## config.mk

```make
export PLATFORM = sky130hd
export DESIGN_NAME = cpu
export DESIGN_NICKNAME = d
export VERILOG_FILES = /design/src/rtl/cpu_pkg.sv /design/src/rtl/cpu_alu.sv /design/src/rtl/cpu.sv
export SDC_FILE = /design/constraint.sdc
export NUM_CORES = 1
export LEC_CHECK = 0
export BUFFER_PORTS_ARGS = -buffer_cell sky130_fd_sc_hd__buf_2
export CAP_MARGIN = 20
export CORE_MARGIN = 3
export CORE_UTILIZATION = 50
export CTS_CLUSTER_DIAMETER = 150
export CTS_CLUSTER_SIZE = 40
export DETAILED_ROUTE_END_ITERATION = 8
export PLACE_DENSITY = 0.66
export SETUP_SLACK_MARGIN = 0.3
export SLEW_MARGIN = 10
export SYNTH_ARGS = -nofsm -noshare
export SYNTH_HDL_FRONTEND = slang
export SYNTH_SLANG_ARGS = --single-unit
```

## constraint.sdc

```tcl
create_clock -name clk -period 4.3 [get_ports clk]
set_input_delay 0.43 -clock clk [delete_from_list [all_inputs] [get_ports clk]]
set_output_delay 0.43 -clock clk [all_outputs]
set_load 0.005 [all_outputs]
```

## src/rtl/cpu_pkg.sv

```systemverilog
// cpu_pkg: shared definitions for the stack-machine cpu.
//   phase_e     - sequencer phase (FETCH, EXEC, LOAD, HALT)
//   OP_*        - primary opcodes (instr[14:12] when instr[15]=0)
//   FN_*        - ALU function codes (instr[3:0] of op 0)
//   stk_eff_t   - stack effect of an operation: pop count, push, swap
//   sext15      - sign-extend a 15-bit PUSH immediate to 16 bits
package cpu_pkg;

    typedef enum logic [1:0] {
        PH_FETCH = 2'd0,
        PH_EXEC  = 2'd1,
        PH_LOAD  = 2'd2,
        PH_HALT  = 2'd3
    } phase_e;

    localparam logic [2:0] OP_ALU  = 3'd0;
    localparam logic [2:0] OP_JMP  = 3'd1;
    localparam logic [2:0] OP_JZ   = 3'd2;
    localparam logic [2:0] OP_LD   = 3'd3;
    localparam logic [2:0] OP_ST   = 3'd4;
    localparam logic [2:0] OP_LDI  = 3'd5;
    localparam logic [2:0] OP_STI  = 3'd6;
    localparam logic [2:0] OP_HALT = 3'd7;

    localparam logic [3:0] FN_NOP  = 4'h0;
    localparam logic [3:0] FN_ADD  = 4'h1;
    localparam logic [3:0] FN_SUB  = 4'h2;
    localparam logic [3:0] FN_AND  = 4'h3;
    localparam logic [3:0] FN_OR   = 4'h4;
    localparam logic [3:0] FN_XOR  = 4'h5;
    localparam logic [3:0] FN_NOT  = 4'h6;
    localparam logic [3:0] FN_SHL  = 4'h7;
    localparam logic [3:0] FN_SHR  = 4'h8;
    localparam logic [3:0] FN_EQ   = 4'h9;
    localparam logic [3:0] FN_LT   = 4'hA;
    localparam logic [3:0] FN_DUP  = 4'hB;
    localparam logic [3:0] FN_DROP = 4'hC;
    localparam logic [3:0] FN_SWAP = 4'hD;

    localparam logic [9:0] DEFAULT_RESET_PC = 10'h100;

    // Stack effect applied in this order: pop pop_cnt entries, then push
    // the result if push=1. swap exchanges the two top entries instead.
    typedef struct packed {
        logic [1:0] pop_cnt;
        logic       push;
        logic       swap;
    } stk_eff_t;

    function automatic logic [15:0] sext15(input logic [14:0] v);
        return {v[14], v};
    endfunction

endpackage

```

## src/rtl/cpu_alu.sv

```systemverilog
// cpu_alu: combinational ALU for op 0 instructions.
//   a      in  16  second stack entry (stack[1])
//   b      in  16  top of stack (stack[0])
//   func   in  4   function code
//   result out 16  value to push (when eff.push=1)
//   eff    out     stack effect the sequencer must apply
module cpu_alu
    import cpu_pkg::*;
(
    input  logic [15:0] a,
    input  logic [15:0] b,
    input  logic [3:0]  func,
    output logic [15:0] result,
    output stk_eff_t    eff
);

    localparam stk_eff_t EFF_BIN = '{pop_cnt: 2'd2, push: 1'b1, swap: 1'b0};

    always_comb begin
        result = '0;
        eff    = '0;
        case (func)
            FN_ADD: begin result = a + b;  eff = EFF_BIN; end
            FN_SUB: begin result = a - b;  eff = EFF_BIN; end
            FN_AND: begin result = a & b;  eff = EFF_BIN; end
            FN_OR:  begin result = a | b;  eff = EFF_BIN; end
            FN_XOR: begin result = a ^ b;  eff = EFF_BIN; end
            FN_SHL: begin result = a << b[3:0]; eff = EFF_BIN; end
            FN_SHR: begin result = a >> b[3:0]; eff = EFF_BIN; end
            FN_EQ:  begin result = {15'h0, a == b}; eff = EFF_BIN; end
            FN_LT:  begin result = {15'h0, $signed(a) < $signed(b)}; eff = EFF_BIN; end
            FN_NOT: begin
                // replace top: pop one, push the inverted value
                result      = ~b;
                eff.pop_cnt = 2'd1;
                eff.push    = 1'b1;
            end
            FN_DUP: begin
                result   = b;
                eff.push = 1'b1;
            end
            FN_DROP: eff.pop_cnt = 2'd1;
            FN_SWAP: eff.swap    = 1'b1;
            default: ;  // NOP, E, F
        endcase
    end

endmodule

```

## src/rtl/cpu.sv

```systemverilog
// cpu: stack-machine processor, 16-bit instructions/data, 10-bit word
// address space shared by program and data. Single-port synchronous memory
// with one-cycle read latency.
//   clk      in  1   clock, all state on posedge
//   rst      in  1   synchronous active-high reset
//   mem_addr out 10  fetch / load / store address
//   rd_data  in  16  memory read data (one cycle after mem_addr)
//   wr_data  out 16  store data, valid while mem_wr=1
//   mem_wr   out 1   write strobe
module cpu
    import cpu_pkg::*;
#(
    parameter logic [9:0] RESET_PC    = DEFAULT_RESET_PC,
    parameter int         STACK_DEPTH = 16
) (
    input  logic        clk,
    input  logic        rst,
    output logic [9:0]  mem_addr,
    input  logic [15:0] rd_data,
    output logic [15:0] wr_data,
    output logic        mem_wr
);

    typedef logic [STACK_DEPTH-1:0][15:0] stack_t;

    logic [9:0]  pc_q, pc_d;
    phase_e      phase_q, phase_d;
    logic [15:0] ir_q, ir_d;
    stack_t      stack_q, stack_d;

    logic [15:0] instr;
    logic [2:0]  op;
    logic [9:0]  addr;
    logic        unused_bits;

    logic [15:0] alu_result;
    stk_eff_t    alu_eff;
    stk_eff_t    eff;
    logic [15:0] push_val;
    stack_t      popped;

    // The instruction is only on rd_data during EXEC; LOAD still needs to
    // know which load it is finishing, so it decodes the captured copy.
    assign instr       = (phase_q == PH_EXEC) ? rd_data : ir_q;
    assign op          = instr[14:12];
    assign addr        = instr[9:0];
    assign unused_bits = ^instr[11:10];

    cpu_alu u_alu (
        .a      (stack_q[1]),
        .b      (stack_q[0]),
        .func   (instr[3:0]),
        .result (alu_result),
        .eff    (alu_eff)
    );

    // Sequencing, output muxing and selection of the stack effect.
    always_comb begin
        pc_d     = pc_q;
        phase_d  = phase_q;
        ir_d     = ir_q;
        mem_addr = pc_q;
        wr_data  = stack_q[0];
        mem_wr   = 1'b0;
        eff      = '0;
        push_val = '0;

        case (phase_q)
            PH_FETCH: phase_d = PH_EXEC;

            PH_EXEC: begin
                ir_d    = rd_data;
                phase_d = PH_FETCH;
                pc_d    = pc_q + 10'd1;
                if (instr[15]) begin
                    eff.push = 1'b1;
                    push_val = sext15(instr[14:0]);
                end else begin
                    case (op)
                        OP_ALU: begin
                            eff      = alu_eff;
                            push_val = alu_result;
                        end
                        OP_JMP: pc_d = addr;
                        OP_JZ: begin
                            eff.pop_cnt = 2'd1;
                            if (stack_q[0] == 16'h0) pc_d = addr;
                        end
                        OP_LD: begin
                            mem_addr = addr;
                            phase_d  = PH_LOAD;
                            pc_d     = pc_q;
                        end
                        OP_ST: begin
                            mem_addr    = addr;
                            mem_wr      = 1'b1;
                            eff.pop_cnt = 2'd1;
                        end
                        OP_LDI: begin
                            mem_addr = stack_q[0][9:0];
                            phase_d  = PH_LOAD;
                            pc_d     = pc_q;
                        end
                        OP_STI: begin
                            mem_addr    = stack_q[1][9:0];
                            mem_wr      = 1'b1;
                            eff.pop_cnt = 2'd2;
                        end
                        default: phase_d = PH_HALT;  // OP_HALT
                    endcase
                end
            end

            PH_LOAD: begin
                phase_d  = PH_FETCH;
                pc_d     = pc_q + 10'd1;
                eff.push = 1'b1;
                push_val = rd_data;
                // LDI replaces the top (its address) rather than pushing
                if (op == OP_LDI) eff.pop_cnt = 2'd1;
            end

            default: ;  // PH_HALT: idle until reset
        endcase

        if (rst) begin
            mem_wr   = 1'b0;
            mem_addr = pc_q;
        end
    end

    // Shift-register stack: pops shift toward the top filling zeros at the
    // bottom, pushes shift away from the top discarding the bottom entry.
    always_comb begin
        case (eff.pop_cnt)
            2'd1:    popped = {16'h0, stack_q[STACK_DEPTH-1:1]};
            2'd2:    popped = {32'h0, stack_q[STACK_DEPTH-1:2]};
            default: popped = stack_q;
        endcase
        stack_d = popped;
        if (eff.push) stack_d = {popped[STACK_DEPTH-2:0], push_val};
        if (eff.swap) begin
            stack_d[0] = stack_q[1];
            stack_d[1] = stack_q[0];
        end
    end

    always_ff @(posedge clk) begin
        if (rst) begin
            pc_q    <= RESET_PC;
            phase_q <= PH_FETCH;
            ir_q    <= '0;
            stack_q <= '0;
        end else begin
            pc_q    <= pc_d;
            phase_q <= phase_d;
            ir_q    <= ir_d;
            stack_q <= stack_d;
        end
    end

endmodule

```

Word-level counts from Yosys, hierarchy flattened. Index checks and enable logic that the tools add are counted.

Add/sub/neg operators: 3. Multipliers: 0. Div/mod/pow operators: 0. Order comparisons: 1. Eq/ne operators: 26. Shift operators: 2. Muxes and demuxes: 34. Bitwise logic cells: 4. Reduce and logical (&&, ||, !) cells: 15.

Operator list (count): 256-bit case mux with 2 select lines (1); 256-bit 2-to-1 mux (1); 16-bit case mux with 11 select lines (1); 10-bit case mux with 3 select lines (2); 10-bit 2-to-1 mux (5); 16-bit 2-to-1 mux (3); 32-bit 2-to-1 mux (1); 16-bit case mux with 2 select lines (1); 4-bit == test (second input constant) (6); 10-bit case mux with 2 select lines (1); 16-bit adder (1); 16-bit bitwise AND (1); 16-bit == test (1); 4-bit by 3-bit == test with 1-bit output (second input constant) (4); 16-bit zero test (1); 16-bit less-than comparator (1); 16-bit NOT (1); 16-bit bitwise OR (1); 16-bit by 4-bit << shifter with 16-bit output (1); 16-bit by 4-bit right shift with 16-bit output (1); 16-bit subtractor (1); 16-bit XOR (1); 2-bit case mux with 3 select lines (2); 11-bit OR reduction (1); 22 further kinds (45).

Bits in registers: 284. Bits in latches: 0. RAM bits: 0. ROM bits: 0. Input bits: 18. Output and inout bits: 27. Logic and storage cells: 104. Memories kept: 0.

Longest topological paths before layout.
Word-level depth: 12. Mapped depth: 22. Gate-level depth less buffers: 17.

Cells and area by module. Synthesis repeated with hierarchy kept, for this count alone.

Cell total of the unflattened synthesis: 2930. Area, all modules: 19762.7 um2.

By module, submodules not included: cpu (instances 1, cells an instance 2285, area each 15528.6 um2, sequential area each 5645.4 um2); cpu_alu (instances 1, cells an instance 645, area each 4234.1 um2, sequential area each 0.0 um2).

Least setup slack after synthesis. OpenSTA, ideal clock, no wires.

Kind: flip-flop to flip-flop. Start: reg phase_q[1]. End: reg stack_q[221] (netlist bit). Library setup time: 0.128 ns. Data arrival time: 3.768 ns. Required time: 4.172 ns. Setup slack: 0.404 ns. Stages on the path, launching flop included: 20. Path buffers: 7. Period minus slack after synthesis: 3.896 ns. Path through: dfxtp_1 -> inv_1 -> ha_1 -> buf_6 -> buf_6 -> buf_4 -> and3b_1 -> nor2_1 -> nand2_1 -> nand2_1 -> a22oi_1 -> or3_1 -> ha_1 -> clkbuf_1 -> buf_1 -> buf_1 -> clkbuf_1 -> o21ai_0 -> a21oi_1 -> nor2_1.

Longest elaborated chain between the ends: 11. Elaborated cells between the ends (all ways): 36. Those cells by class: eq/ne (20); mux (11); reduce/logical (5).

Ends and longest elaborated chain: from (decl) (line cpu.sv:27) `phase_e phase_q, phase_d;`; from (signal assigned) (line cpu.sv:156) `phase_q <= phase_d;`; 2-bit by 1-bit == test with 1-bit output (line cpu.sv:44, cpu.sv:68); 16-bit 2-to-1 mux; 4-bit by 1-bit == test with 1-bit output, or another cell as far along (line cpu_alu.sv:22) `case (func)`; 9-bit OR reduction (no source line) / 2-bit OR reduction (equally long branches); 2-bit case mux with 2 select lines (line cpu_alu.sv:22); 2-bit case mux with 3 select lines (line cpu.sv:79) `case (op)`; 2-bit 2-to-1 mux (line cpu.sv:75) `if (instr[15]) begin`; 3-bit case mux with 2 select lines (*) (line cpu.sv:68) `case (phase_q)`; 2-bit == test / 2-bit by 1-bit == test with 1-bit output (equally long branches) (line cpu.sv:135) `case (eff.pop_cnt)`; 256-bit case mux with 2 select lines (line cpu.sv:135); 256-bit 2-to-1 mux (*) (line cpu.sv:141) `if (eff.push) stack_d = {popped[STACK_DEPTH-2:0], push_val};`; to (signal assigned) (line cpu.sv:158) `stack_q <= stack_d;`; to (decl) (line cpu.sv:29) `stack_t stack_q, stack_d;`.

Mark *: on every way between the ends. The rest lies on a longest branch, timed or not. The select of a mux whose other input is x is not followed. A chain may end at the register's enable or synchronous reset.

Worst setup path in the final report.
Start: reg phase_q[1]. End: reg stack_q, in the netlist wr_data[14].

Longest elaborated chain between the ends: 12. Elaborated cells between the ends (all ways): 46. Those cells by class: eq/ne (22); mux (19); reduce/logical (5).

Ends and longest elaborated chain: 2-bit by 1-bit == test with 1-bit output (line cpu.sv:44, cpu.sv:68); 16-bit 2-to-1 mux; 4-bit by 1-bit == test with 1-bit output, or another cell as far along (line cpu_alu.sv:22); 9-bit OR reduction (no source line) / 2-bit OR reduction (equally long branches); 2-bit case mux with 2 select lines (line cpu_alu.sv:22); 2-bit case mux with 3 select lines (line cpu.sv:79); 2-bit 2-to-1 mux (line cpu.sv:75); 3-bit case mux with 2 select lines (line cpu.sv:68); 2-bit == test / 2-bit by 1-bit == test with 1-bit output (equally long branches) (line cpu.sv:135); 256-bit case mux with 2 select lines (line cpu.sv:135); 256-bit 2-to-1 mux (line cpu.sv:141); 32-bit 2-to-1 mux (line cpu.sv:142) `if (eff.swap) begin`.

Several ways; a longest one is shown, not always the timed one. The select of a mux whose other input is x is not followed.

==> results.yml <==
routing:
  drt_pass1_iterations: 5
  wl_per_cell_um: 21.7
  drt_iter0_drc: 2378
  dr_total_vias: 20600
  post_drt_via_cell_ratio: 6.41
  ant_nets: 0
  wl_mm: 69.8
  drc_errors: 0
die:
  rows: 73
  dieArea_um2: 43800
  coreArea_um2: 40300
  die_x_um: 209
  start_util: 0.513
  io_pins: 45
  die_height_um: 209
logic_synthesis:
  syn_avg_cell_area_um2: 7.51
  netlist_instances: 2751
  synth_ff_type: "dfxtp_1"
  ys_seq_area_frac: 0.275
  synth_top_area_share: 0.275
  ys_ff_latch: 284
  synth_area_leader_cell: "dfxtp_1"
  synth_cell_type_count: 98
  synthArstFlopShare: 0
  yosysWarnings: 0
  synth_edf_count: 0
  syn_nets: 2826
  synth.area.top_cells: "dfxtp_1 28%, mux2i_1 8.7%, a22oi_1 8.0%"
  syn_area_um2: 20700
timing:
  finalCritPeriodShare: 0.895
  skew_ns: 0.0340
  setup_violations: 0
  timing.max_slew.rel_slack: 0.299
  min_period_ns: 3.85
  setup_tns_ns: 0
  fmax_ghz: 0.260
  final_hold_viol_count: 0
  tightest_slew_ns: 1.05
  slew_viol_final: 0
  rsz0062_at_grt: "false"
  hold_slack_ns: 0.202
critical_path:
  worstSetupEndpointType: "flip-flop"
  critical_path_buf_inv_count: 4
  crit_fanout: 9
  max_stage_delay_ns: 0.56
  critPathMostFrequentCell: "buf_4"
  path_delay_family: "compound AO/OA/AOI/OAI gates"
  path_cells: "inv_1 > ha_4 > buf_4 > or3b_2 > nand2_1 > o21ai_2 > o2111ai_1 > nand2_1 > a21oi_1 > buf_4 > ha_4 > buf_4 > a21oi_1 > nand2b_1 > o22ai_1 > a2111oi_1 > o21ai_1 > a31oi_1"
  slowest_stage: "or3b_2"
  crit_arrival_ns: 4.31
  cp_data_required_time_ns: 4.76
  path_class: "reg2reg"
  cp-start-kind: "flip-flop"
clocking:
  root_buffer: "clkbuf_16"
  cts_max_level: 1
  cts_buffers: 11
  clkSinkCount: 284
  clk_pin_slew_ns: 0.16
  clockBufferDepth: 3
  clk_latency_ns: 0.54
  cts_tree: "done"
global_routing:
  grtUsageTotal: 0.303
  antenna_found_initial: 2
  grt_pass1_wl_mm: 108
  grt_pass1_vias: 18900
  grt_max_degree: 110
  grt_overflow_total: 0
place:
  place_congestion: 1.05
  dp_hpwl_mm: 49.4
  io_buffers: 44
cells_and_area:
  fin_util: 0.550
  antennaDiodeCount: 0
  drive_above_1_share: 0.110
  nets: 2758
  areaGrowthSynthToFinish_pct: 7.27
hold_path:
  holdCritPathClass: "in2reg"
power_and_ir_drop:
  power.density_nw_per_um2: 239
  ir_drop_mv: 0.390
  p_leak_uw: 0.00826
run:
  max_cap_viol_count: 0
run_status:
  outcome: "finished, final reports clean"
## state kept, by name, summed over array words and instances, names as in the netlist
name	count
pc_q	10
phase_q	2
ir_q	16
stack_q	240
wr_data	16
## cells in the mapped netlist, types with 32 or more instances
library cell	count
buf_2	33
buf_4	38
o21ai_0	116
mux2i_1	179
nor3_1	48
clkbuf_1	177
a22oi_1	220
nand3_1	32
ha_1	55
inv_1	47
a21oi_1	306
nor2b_1	172
dfxtp_1	284
nand2_1	212
nor2_1	389
a211oi_1	53
## per-stage QoR
| step | setup WS [ns] | cell area (µm²) | total power (µW) | cells |
|---|---|---|---|---|
| 6_report | 0.450 | 22200 | 5300 | 3209 |
| 5_1_grt | 0.322 | 22200 | 5500 | 3209 |
| 4_1_cts | 0.354 | 22100 | 5300 | 3205 |
| 3_5_place_dp | 0.297 | 21800 | 3900 | 3191 |
| 3_3_place_gp | 0.300 | 21800 | 3900 | 3191 |
| 2_1_floorplan | 0.404 | 20700 | 3460 | 2751 |
## layout by cell type (no fill, tap or decap), types with 7 or more instances in the layout
cell type	count
a21oi_1	306
dfxtp_1	282
ha_1	52
o21ai_0	116
clkbuf_16	11
a21o_1	13
a221oi_1	17
o22ai_1	23
a22oi_1	220
nor3_1	46
mux4_2	13
inv_1	47
buf_4	134
nand4_1	7
o221ai_1	7
nand3_1	31
nor4_1	10
mux2i_1	179
o22a_1	12
o211ai_1	15
a211oi_1	52
nand2_1	212
nor2_1	387
buf_12	21
mux2_2	24
a31oi_1	14
buf_2	43
a2111oi_0	12
or3_1	12
nand2b_1	14
nor2b_1	172
a32oi_1	12
## cells by family (layout without fill, tap and decap cells)
kind of cell	count (synthesis)	after routing	share of synthesized area
XOR/XNOR	5	5	0.00212
multiplexers	219	219	0.116
adder cells (fa/ha/maj)	57	57	0.0352
buffers and inverters	332	265	0.0699
AO/OA/AOI/OAI	909	909	0.287
AND/OR/NAND/NOR	945	945	0.214
flip-flops	284	284	0.275
## where the power goes
part	internal, µW	leakage [µW]	switching (µW)	total, µW
logic	421	0.00582	755	1180
registers	2670	0.00229	51.6	2720
clock network	488	0.000151	915	1400
## area by class of cell
class	instances	area [µm²]
clock buffer	11	275
clock inverter	3	42.5
fill	3857	18100
inverter	51	191
multi-input combinational	2135	13600
sequential	284	5690
tap	525	657
timing repair buffer	200	1680
## layer usage
layer,GRT usage,share of wire,routed length [µm],vias up
met5,0,0.00040,28,-
met4,0.0908,0.035,2420,4
met3,0.0656,0.081,5670,119
met2,0.471,0.44,30800,716
met1,0.422,0.44,30900,9952
li1,-,-,-,9786
## tightest hold or removal path, stage by stage
cell     delay (ns)
buf_2          0.11
nand2_1        0.09
a31oi_1        0.09
## final timing paths
path | from | endpoint | slack [ns] | cells past startpoint
hold / removal | rd_data[5] | wr_data[5] | 0.20 | 3
setup / recovery | phase_q[1] | wr_data[14] | 0.45 | 18
hold reg to reg | stack_q[244] | stack_q[244] | 0.50 | 2
setup reg to reg | phase_q[1] | wr_data[14] | 0.45 | 18
## what timing repair did
item | CTS | global route
setup endpoints to repair | 13 | 92
hold buffers | 0 | 0
buffers inserted | 0 | 4
resized for setup | 4 | 6
Power figures use the tool's default switching activity.
